==> config.mk <==
export PLATFORM = sky130hd
export DESIGN_NAME = out_port_arbiter
export DESIGN_NICKNAME = d
export VERILOG_FILES = /design/src/rtl/out_port_arbiter_pkg.sv /design/src/rtl/rr_pick5.sv /design/src/rtl/out_port_arbiter.sv
export SDC_FILE = /design/constraint.sdc
export NUM_CORES = 1
export LEC_CHECK = 0
export CAP_MARGIN = 20
export CORE_MARGIN = 5
export CORE_UTILIZATION = 35
export CTS_BUF_LIST = sky130_fd_sc_hd__clkbuf_16
export CTS_CLUSTER_SIZE = 40
export DETAILED_ROUTE_END_ITERATION = 12
export SETUP_SLACK_MARGIN = 0.4
export SKIP_CTS_REPAIR_TIMING = 1
export SYNTH_ARGS = -nofsm -noshare
export SYNTH_HDL_FRONTEND = slang
export SYNTH_HIERARCHICAL = 1
export SYNTH_SLANG_ARGS = --single-unit
export TNS_END_PERCENT = 100
==> constraint.sdc <==
create_clock -name clk -period 6.14 [get_ports clk]
set_input_delay 0.614 -clock clk [delete_from_list [all_inputs] [get_ports clk]]
set_output_delay 0.614 -clock clk [all_outputs]
set_load 0.05 [all_outputs]
==> src/rtl/out_port_arbiter_pkg.sv <==
// Shared router definitions: port one-hot codes, arbiter state codes.
// Imported by the output-port arbiter and its round-robin picker.
package out_port_arbiter_pkg;

    localparam int NUM_PORTS = 5;

    localparam logic [NUM_PORTS-1:0] N_PORT = 5'b00001;
    localparam logic [NUM_PORTS-1:0] E_PORT = 5'b00010;
    localparam logic [NUM_PORTS-1:0] W_PORT = 5'b00100;
    localparam logic [NUM_PORTS-1:0] S_PORT = 5'b01000;
    localparam logic [NUM_PORTS-1:0] L_PORT = 5'b10000;

    typedef enum logic {
        ARB_IDLE   = 1'b0,
        ARB_LOCKED = 1'b1
    } arb_state_e;

endpackage

==> src/rtl/rr_pick5.sv <==
// Combinational round-robin picker over the five router inputs.
// Ports: req (requests), last (one-hot previous owner), mask (bits to
// exclude), pick (one-hot winner, 0 when nothing eligible).
module rr_pick5
    import out_port_arbiter_pkg::*;
(
    input  logic [NUM_PORTS-1:0] req,
    input  logic [NUM_PORTS-1:0] last,
    input  logic [NUM_PORTS-1:0] mask,
    output logic [NUM_PORTS-1:0] pick
);

    always_comb begin
        int start;
        int idx;
        logic [NUM_PORTS-1:0] cand;
        cand  = req & ~mask;
        pick  = '0;
        start = 0;
        idx   = 0;
        // Search begins at the port just after the previous owner.
        for (int i = 0; i < NUM_PORTS; i++) begin
            if (last[i]) start = (i + 1) % NUM_PORTS;
        end
        for (int k = 0; k < NUM_PORTS; k++) begin
            idx = (start + k) % NUM_PORTS;
            if (cand[idx] && (pick == '0)) pick[idx] = 1'b1;
        end
    end

endmodule

==> src/rtl/out_port_arbiter.sv <==
// Per-output-port wormhole switch allocator: round-robin owner held for a
// whole packet, driving crossbar select (sel_out) and FIFO pops (grant).
// Ports: clk, rst (sync, active high), req, tail_in, out_ready in;
// sel_out, grant, busy, wdog_err out.
// Optional stall watchdog: define ARB_WATCHDOG_EN.
module out_port_arbiter
    import out_port_arbiter_pkg::*;
#(
    parameter int WDOG_CYCLES = 255
) (
    input  logic                 clk,
    input  logic                 rst,
    input  logic [NUM_PORTS-1:0] req,
    input  logic [NUM_PORTS-1:0] tail_in,
    input  logic                 out_ready,
    output logic [NUM_PORTS-1:0] sel_out,
    output logic [NUM_PORTS-1:0] grant,
    output logic                 busy,
    output logic                 wdog_err
);

    arb_state_e           state_q;
    logic [NUM_PORTS-1:0] sel_q;
    logic [NUM_PORTS-1:0] last_q;
    logic [NUM_PORTS-1:0] pick;
    logic [NUM_PORTS-1:0] pick_last;
    logic                 tail_xfer;

    // In IDLE sel_q is zero, so one picker serves both the fresh pick
    // (pointer last_q, no mask) and the tail re-arbitration (pointer and
    // mask both equal to the departing owner).
    assign pick_last = (state_q == ARB_LOCKED) ? sel_q : last_q;

    rr_pick5 u_pick (
        .req  (req),
        .last (pick_last),
        .mask (sel_q),
        .pick (pick)
    );

    assign grant     = sel_q & req & {NUM_PORTS{out_ready}};
    assign tail_xfer = |(grant & tail_in);
    assign sel_out   = sel_q;
    assign busy      = (state_q == ARB_LOCKED);

`ifdef ARB_WATCHDOG_EN
    localparam int CW = $clog2(WDOG_CYCLES + 1);

    logic [CW-1:0] wd_cnt_q;
    logic          wdog_err_q;
    logic          wd_hit;

    // True when this stalled cycle brings the count up to WDOG_CYCLES.
    assign wd_hit   = (wd_cnt_q >= CW'(WDOG_CYCLES - 1));
    assign wdog_err = wdog_err_q;
`else
    logic unused_wdog;
    assign unused_wdog = (WDOG_CYCLES == 0);
    assign wdog_err    = 1'b0;
`endif

    always_ff @(posedge clk) begin
        if (rst) begin
            state_q <= ARB_IDLE;
            sel_q   <= '0;
            last_q  <= L_PORT;
`ifdef ARB_WATCHDOG_EN
            wd_cnt_q   <= '0;
            wdog_err_q <= 1'b0;
`endif
        end else begin
`ifdef ARB_WATCHDOG_EN
            wdog_err_q <= 1'b0;
`endif
            unique case (state_q)
                ARB_IDLE: begin
                    if (|req) begin
                        sel_q   <= pick;
                        state_q <= ARB_LOCKED;
`ifdef ARB_WATCHDOG_EN
                        wd_cnt_q <= '0;
`endif
                    end
                end
                ARB_LOCKED: begin
                    if (tail_xfer) begin
                        last_q <= sel_q;
                        sel_q  <= pick;
                        if (pick == '0) state_q <= ARB_IDLE;
`ifdef ARB_WATCHDOG_EN
                        wd_cnt_q <= '0;
                    end else if (|grant) begin
                        wd_cnt_q <= '0;
                    end else if (wd_hit) begin
                        state_q    <= ARB_IDLE;
                        sel_q      <= '0;
                        last_q     <= sel_q;
                        wdog_err_q <= 1'b1;
                        wd_cnt_q   <= '0;
                    end else if (wd_cnt_q != CW'(WDOG_CYCLES)) begin
                        wd_cnt_q <= wd_cnt_q + 1'b1;
`endif
                    end
                end
                default: begin
                    state_q <= ARB_IDLE;
                    sel_q   <= '0;
                end
            endcase
        end
    end

endmodule

==> results.tsv, run 1 <==
metric	value	unit
outcome	finished clean	
core	8299	um^2
vias	3424	
synthMostInstantiatedCell	ha_1	
cellLeakagePower	1.631	nW
dp_slack	0.09539	ns
synthesis.instances	399	
root_buffer	clkbuf_16	
path_buf_inv	3	
io_pins	25	
clkLatencyLatePin	0.24	ns
die_w	102.9	um
synthTopCellsByCount	26 x ha_1, 24 x nand2_1, 23 x nor2_1, 19 x inv_1	
worst_hold_slack	0.4864	ns
fin_area	4081	um^2
synth_edf_count	0	
ant_nets	0	
antenna_found_initial	0	
syn_avg_cell_area	7.567	um^2
relSlewSlack	47.29	%
synthTopCellsByArea	ha_1 11%, dfxtp_1 7.3%, mux2i_1 6.0%	
port_buffers	23	
tightestPinTransition	0.7835	ns
rows	33	
critPathMaxFanout	7	
critPathMaxStageDelay	0.57	ns
cts_sinks	11	
vdd_ir_drop_max	0.0001427	V
fin_util	49.18	%
gp_congestion	0.9669	
finalHoldViolations	0	
cts_tree	built	
power.density	463.3	nW/um^2
yosysTopAreaCell	ha_1	
cts_buffers	3	
routed_wl	10540	um
grt.total_usage	18.25	%
grt_setup_unrepaired	yes	
ys_seq_area_share	7.294	%
fillers	788	
start_util	36.38	%
drv_slew	0	
tns	0	ns
crit_family	simple AND/OR/NAND/NOR gates	
drcViolationCount	0	
clock_path_buffers	2	
finalCritPeriodShare	94.65	%
finClkSkew	0.002875	ns
ys_ff_latch	11	
syn_nets	439	
drv_cap	0	
via_per_inst	6.169	
grt_max_degree	27	
crit_slowest_cell	fa_1	
synthArstFlopShare	0	%
regArea	227.7	um^2
synth_top_area_share	10.77	%
drt_pre_antenna_iters	5	
grt_overflow	0	
grt_pass1_vias	3042	
grt_first_pass_wirelength	15740	um
die_height	102.9	um
multi_input_area	2948	um^2
cp.required	6.24	ns
synth_cell_types	96	
ys_warn_count	6	
area_growth_syn_to_layout	35.18	%
critPathKind	flop to flop	
antennaDiodeCount	0	
h-tree-depth	1	
setup_violations	0	
max_freq	0.1721	GHz
wl_per_cell	18.99	um
dpl-instance-area	3528	um^2
cp-end-kind	flop	
start_kind	flop	
drive_gt1_share	30.44	%
drtIter0Drc	228	
die-area	10580	um^2
period_needed	5.811	ns
clk_pin_slew	0.04	ns
worstPathArrival	5.91	ns
ys.flop_type	dfxtp_1	
final_nets	491	
hold_class	flop to flop	
dp_hpwl	7875	um
setup_slack	0.3286	ns
syn_area	3019	um^2
==> where the power goes <==
group | internal, mW | total, mW | switching (mW)
logic | 0.722 | 1.66 | 0.934
clock network | 0.0855 | 0.117 | 0.0320
registers | 0.0907 | 0.117 | 0.0264
total | 0.898 | 1.89 | 0.993
==> worst register-to-register path: cells and delay by family (launching register included) <==
family                     cells  cell delay, ns
muxes                          2            0.47
and+or+nand+nor               10            2.36
xor gates and xnor gates       1            0.15
DFF                            1            0.40
AOI/OAI and AO/OA              6            1.11
adders and majority gates      3            0.94
buffers and inverters          3            0.23
==> stage by stage <==
| stage | total power [mW] | std cells |
|---|---|---|
| floorplan | 1.095 | 399 |
| global placement | 1.442 | 530 |
| detailed placement | 1.443 | 530 |
| CTS | 1.568 | 534 |
| global route | 2.007 | 555 |
| finish | 1.891 | 555 |
==> cell families after synthesis <==
family | Yosys count | synth area share, %
fa+ha+maj | 27 | 11.44
flops | 11 | 7.294
compound gates | 125 | 32.91
simple gates | 165 | 32.74
buf+inv | 44 | 6.796
xor+xnor | 3 | 0.8704
other cells | 1 | 0.1242
mux | 23 | 7.832
==> layout by cell type, fill, tap and decap left out, types with 6 or more instances in the layout <==
cell / synthesis / routed
o21ai_0: 17 / 14
nor3_1: 11 / 11
nand2b_1: 18 / 16
ha_4: 0 / 8
inv_1: 19 / 16
dfxtp_1: 11 / 7
ha_1: 26 / 15
nand3_1: 10 / 9
clkdlybuf4s50_1: 0 / 23
a31oi_1: 8 / 7
buf_4: 2 / 40
nor2_1: 23 / 20
and3_1: 6 / 6
nand2_1: 24 / 23
nor2b_1: 11 / 8
nand4_1: 7 / 7
o31ai_1: 7 / 6
a21oi_1: 18 / 18
or4_1: 7 / 7
o211ai_1: 7 / 7
mux2i_1: 18 / 18
==> layout make-up <==
cell class | instances | area share [%]
Timing Repair Buffer | 68 | 14.68
Clock inverter | 1 | 0.09197
Clock buffer | 3 | 1.839
Tap cell | 105 | 3.219
Sequential cell | 11 | 5.579
Multi-Input combinational cell | 344 | 72.23
Inverter | 23 | 2.361
==> routing by layer <==
layer | vias up | share of wire [%] | track usage (%)
li1 | 1637 | - | -
met1 | 1651 | 45 | 26.71
met2 | 124 | 48 | 30.78
met3 | 12 | 5.2 | 0.6089
met4 | 0 | 1.3 | 2.092
met5 | - | 0 | 0
==> worst paths after layout <==
| path | from | end | slack [ns] | cells past startpoint |
|---|---|---|---|---|
| setup / recovery | busy$_SDFF_PP0_ | busy$_SDFF_PP0_ | 0.33 | 25 |
| hold / removal | last_q[3]$_SDFFE_PP0P_ | last_q[3]$_SDFFE_PP0P_ | 0.49 | 2 |
| setup reg to reg | busy$_SDFF_PP0_ | busy$_SDFF_PP0_ | 0.33 | 25 |
| hold reg to reg | last_q[3]$_SDFFE_PP0P_ | last_q[3]$_SDFFE_PP0P_ | 0.49 | 2 |
==> registers in the layout (all words and copies together) (netlist names) <==
| register | cells |
|---|---|
| busy | 1 |
| sel_out | 5 |
| last_q | 5 |
Note: power is estimated with default switching activity, not from simulation.
==> run 2: changes to the inputs <==
--- a/config.mk
+++ b/config.mk
@@ -6,13 +6,16 @@
 export NUM_CORES = 1
 export LEC_CHECK = 0
 export CAP_MARGIN = 20
+export CORE_ASPECT_RATIO = 0.7
 export CORE_MARGIN = 5
 export CORE_UTILIZATION = 35
 export CTS_BUF_LIST = sky130_fd_sc_hd__clkbuf_16
 export CTS_CLUSTER_SIZE = 40
 export DETAILED_ROUTE_END_ITERATION = 12
+export DONT_BUFFER_PORTS = 1
 export SETUP_SLACK_MARGIN = 0.4
 export SKIP_CTS_REPAIR_TIMING = 1
+export SLEW_MARGIN = 20
 export SYNTH_ARGS = -nofsm -noshare
 export SYNTH_HDL_FRONTEND = slang
 export SYNTH_HIERARCHICAL = 1
==> results.tsv, run 2 (synthesized netlist as in run 1, its figures left out) <==
metric	value	unit
die_w	121.0	um
cp-end-kind	flop	
grt_pass1_vias	3148	
drv_cap	0	
drcViolationCount	0	
pwr-share-clk	6.5	%
routed_wl	10920	um
clkLatencyLatePin	0.24	ns
path_depth	21	
wl_met1	5214	um
startpoint	busy$_SDFF_PP0_	
antenna_found_initial	0	
path_cells	mux2_2 -> nor2b_2 -> o21ai_2 -> inv_2 -> ha_1 -> xnor2_2 -> ha_1 -> or4b_4 -> a211oi_2 -> mux2i_1 -> a21o_1 -> a311oi_1 -> nand2_2 -> nand4_4 -> nor3_4 -> or4b_4 -> nand4_1 -> o21ai_2 -> or4_1 -> nor2_2 -> a211oi_2	
swShare	53.73	%
p_comb_share	87.2	%
area_growth_syn_to_layout	28.59	%
drv_slew	0	
core	8443	um^2
die_height	87.71	um
routed.top_layer	met4	
vias	3453	
critPathMaxStageDelay	0.55	ns
antennaDiodeCount	0	
via_per_inst	6.255	
setup_violations	0	
final_common_cell	buf_4	
vdd_ir_drop_max	0.0001514	V
grt_first_pass_wirelength	16640	um
worstPathArrival	6.00	ns
fin_cells	552	
wl_met3	1071	um
gp_congestion	1.029	
critPathKind	flop to flop	
wl_met2	4523	um
port_buffers	0	
final_nets	473	
crit_slowest_cell	or4b_4	
die-area	10610	um^2
max_freq	0.1699	GHz
r2r_cells	21	
outcome	finished clean	
h-tree-depth	1	
cp.required	6.25	ns
clock_path_buffers	2	
period_needed	5.885	ns
cellLeakagePower	1.537	nW
regArea	227.7	um^2
io_pins	25	
wl_per_cell	19.78	um
drive_gt1_share	34.49	%
cts_sinks	11	
dp_hpwl	8297	um
drtIter0Drc	382	
layout_common_cells	47 x buf_4, 22 x nand2_1, 20 x nor2_1, 18 x mux2i_1, 18 x inv_1	
cts_buffers	3	
finClkSkew	0.001597	ns
tns	0	ns
p_int	0.8702	mW
placedCellCount	527	
grt_overflow	0	
power.density	484.4	nW/um^2
grt_setup_unrepaired	yes	
multi_input_area	2948	um^2
crit_family	simple AND/OR/NAND/NOR gates	
rows	28	
seqPwrFrac	6.3	%
clk_pin_slew	0.04	ns
hold_class	input port to flop	
fillers	812	
r2r-start	busy$_SDFF_PP0_	
start_kind	flop	
ant_nets	0	
fin_util	45.98	%
relSlewSlack	50.41	%
cts_tree	built	
root_buffer	clkbuf_16	
finalHoldViolations	0	
r2r_setup_slack	0.25	ns
finalCritPeriodShare	95.85	%
grt.total_usage	19.44	%
p_sw	1.011	mW
grt_max_degree	26	
tightestPinTransition	0.7370	ns
crit_path_end	busy$_SDFF_PP0_	
path_buf_inv	1	
drt_pre_antenna_iters	7	
critPathMaxFanout	7	
regToRegEndpoint	busy$_SDFF_PP0_	
start_util	35.76	%
-- run 2: power by group through the flow --
stage / clock network, mW / logic [mW] / registers [mW]
floorplan: 0 / 0.933 / 0.162
global placement: 0 / 1.30 / 0.119
detailed placement: 0 / 1.31 / 0.119
CTS: 0.123 / 1.32 / 0.118
global route: 0.126 / 1.77 / 0.121
finish: 0.122 / 1.64 / 0.119
-- run 2: through the flow --
step | worst slack [ns] | area (um^2) | hold slack (ns) | power [mW]
final | 0.2547 | 3882 | 0.4228 | 1.881
after global routing | 0.06809 | 3882 | 0.4244 | 2.013
after CTS | -0.005580 | 3433 | 0.4306 | 1.558
after detailed placement | 0.05441 | 3354 | 0.4604 | 1.428
after global placement | 0.06327 | 3354 | 0.4616 | 1.417
after floorplan | 0.4037 | 3117 | 0.4464 | 1.095
-- run 2: metal layers --
metal,vias to the layer above,track usage (%)
li1,1604,-
met1,1664,30.12
met2,171,27.87
met3,14,4.003
met4,0,2.675
met5,-,0
-- run 2: layout make-up --
cell class / count / share of cell area, %
well taps: 120 / 3.867
clock buffers: 3 / 1.934
flip-flops and latches: 11 / 5.865
clock inverters: 1 / 0.09668
inverters: 23 / 2.288
repair buffers: 50 / 10.02
multi-input cells: 344 / 75.93
-- run 2: worst min-delay path by stage --
stage	slack, ns	endpoint	from	cells after the start
floorplan	0.45	last_q[0]$_SDFFE_PP0P_	last_q[0]$_SDFFE_PP0P_	2
global placement	0.46	last_q[2]$_SDFFE_PP0P_	last_q[2]$_SDFFE_PP0P_	2
detailed placement	0.46	last_q[3]$_SDFFE_PP0P_	last_q[3]$_SDFFE_PP0P_	2
CTS	0.43	busy$_SDFF_PP0_	rst	1
global route	0.42	busy$_SDFF_PP0_	rst	1
finish	0.42	busy$_SDFF_PP0_	rst	1
==> run 3: changes to the inputs <==
--- a/config.mk
+++ b/config.mk
@@ -5,7 +5,7 @@
 export SDC_FILE = /design/constraint.sdc
 export NUM_CORES = 1
 export LEC_CHECK = 0
-export CAP_MARGIN = 20
+export CAP_MARGIN = 15
 export CORE_ASPECT_RATIO = 0.7
 export CORE_MARGIN = 5
 export CORE_UTILIZATION = 35
@@ -13,6 +13,8 @@
 export CTS_CLUSTER_SIZE = 40
 export DETAILED_ROUTE_END_ITERATION = 12
 export DONT_BUFFER_PORTS = 1
+export PLACE_DENSITY = 0.61
+export RECOVER_POWER = 50
 export SETUP_SLACK_MARGIN = 0.4
 export SKIP_CTS_REPAIR_TIMING = 1
 export SLEW_MARGIN = 20
==> results.tsv, run 3 (synthesized netlist as in run 1, its figures left out) <==
metric	value	unit
drcViolationCount	0	
drt_pre_antenna_iters	5	
port_buffers	0	
worst_hold_slack	0.4378	ns
power.density	468.0	nW/um^2
routed_wl	10580	um
holdPathEnd	busy$_SDFF_PP0_	
die-area	10610	um^2
h-tree-depth	1	
final_common_cell	buf_4	
clk_pin_slew	0.04	ns
period_needed	5.916	ns
cts_sinks	11	
antenna_found_initial	0	
setup_violations	0	
start_util	35.76	%
area_growth_syn_to_layout	20.06	%
fin_cells	541	
core	8443	um^2
worstHoldStart	rst	
cts_tree	built	
r2r-start	busy$_SDFF_PP0_	
regToRegEndpoint	busy$_SDFF_PP0_	
clock_path_buffers	2	
drtIter0Drc	416	
wl_per_cell	19.56	um
r2r_cells	24	
cellLeakagePower	1.433	nW
hold_class	input port to flop	
relSlewSlack	39.74	%
setup_slack	0.2240	ns
tightestPinTransition	0.9039	ns
fin_util	42.93	%
grt_first_pass_wirelength	16350	um
via_per_inst	6.170	
finalHoldViolations	0	
grt_overflow	0	
grt_setup_unrepaired	yes	
drive_gt1_share	25.42	%
antennaDiodeCount	0	
worstPathArrival	6.01	ns
holdPathStages	1	
layout_common_cells	31 x buf_4, 23 x nand2_1, 21 x nor2_1, 19 x inv_1	
die_height	87.71	um
outcome	finished clean	
critPathMaxFanout	7	
fin_area	3625	um^2
cp.required	6.24	ns
grt.total_usage	19.17	%
gp_congestion	0.9967	
die_w	121.0	um
start_kind	flop	
vias	3338	
cts_buffers	3	
dp_hpwl	8231	um
tns	0	ns
finClkSkew	0.003459	ns
dpl-instance-area	3302	um^2
finalCritPeriodShare	96.35	%
ant_nets	0	
drv_cap	0	
io_pins	25	
root_buffer	clkbuf_16	
grt_max_degree	26	
placedCellCount	520	
rows	28	
vdd_ir_drop_max	0.0001789	V
r2r_setup_slack	0.22	ns
final_nets	462	
cp-end-kind	flop	
drv_slew	0	
clkLatencyLatePin	0.24	ns
critPathKind	flop to flop	
finalPower	1.696	mW
dp_slack	0.07499	ns
max_freq	0.1690	GHz
grt_pass1_vias	2976	
==> run 3: cell count changes in the layout (fill, tap and decap cells not counted), moves of 2 or more <==
cell,delta
dfxtp_1,+3
a211oi_2,-2
dfxtp_2,-3
nand3_1,+2
buf_4,-16
a211oi_1,+2
ha_4,-4
clkbuf_1,+6
ha_1,+3
o21ai_2,-3
nand3_2,-2
==> run 3: layout make-up <==
cell class,count,area (um^2)
Clock buffer,3,75.07
Clock inverter,1,3.754
Fill cell,874,4818
Inverter,23,88.84
Multi-Input combinational cell,344,2805
Sequential cell,11,224.0
Tap cell,120,150.1
Timing Repair Buffer,39,277.8
==> run 3: how the worst max path moves through the flow <==
stage,from,to,slack [ns],depth (start not counted)
6_report,busy$_SDFF_PP0_,busy$_SDFF_PP0_,0.22,24
5_1_grt,busy$_SDFF_PP0_,busy$_SDFF_PP0_,-0.03,25
4_1_cts,busy$_SDFF_PP0_,busy$_SDFF_PP0_,0.03,24
3_5_place_dp,busy$_SDFF_PP0_,busy$_SDFF_PP0_,0.07,24
3_3_place_gp,busy$_SDFF_PP0_,busy$_SDFF_PP0_,0.06,24
2_1_floorplan,busy$_SDFF_PP0_,busy$_SDFF_PP0_,0.40,27
==> run 3: power by group <==
| part | switching, mW | internal, mW |
|---|---|---|
| combinational | 0.896 | 0.581 |
| clock | 0.0348 | 0.0857 |
| sequential | 0.0102 | 0.0886 |
==> run 3: critical path: stages (launching register included) <==
cell,delay (ns)
dfxtp_4,0.39
mux2_4,0.36
or2_4,0.29
nor2_4,0.25
ha_2,0.35
nand2b_4,0.08
a21boi_4,0.22
xnor2_2,0.16
ha_2,0.21
inv_1,0.05
fa_1,0.53
nor2b_1,0.07
a221o_2,0.43
mux2i_1,0.14
a21boi_1,0.18
o22ai_2,0.13
nand4_4,0.19
buf_6,0.13
nor3_1,0.04
or4b_1,0.55
nand4_1,0.19
o41ai_2,0.12
or4_1,0.52
nor2_1,0.11
a211oi_1,0.07
==> run 3: layer usage <==
metal | wire, um | GRT usage [%] | vias up | part of all wire [%]
li1 | - | - | 1580 | -
met1 | 5310 | 30.26 | 1587 | 50
met2 | 4247 | 27.57 | 165 | 40
met3 | 983 | 3.680 | 6 | 9.3
met4 | 38 | 1.440 | 0 | 0.36
met5 | 0 | 0 | - | 0
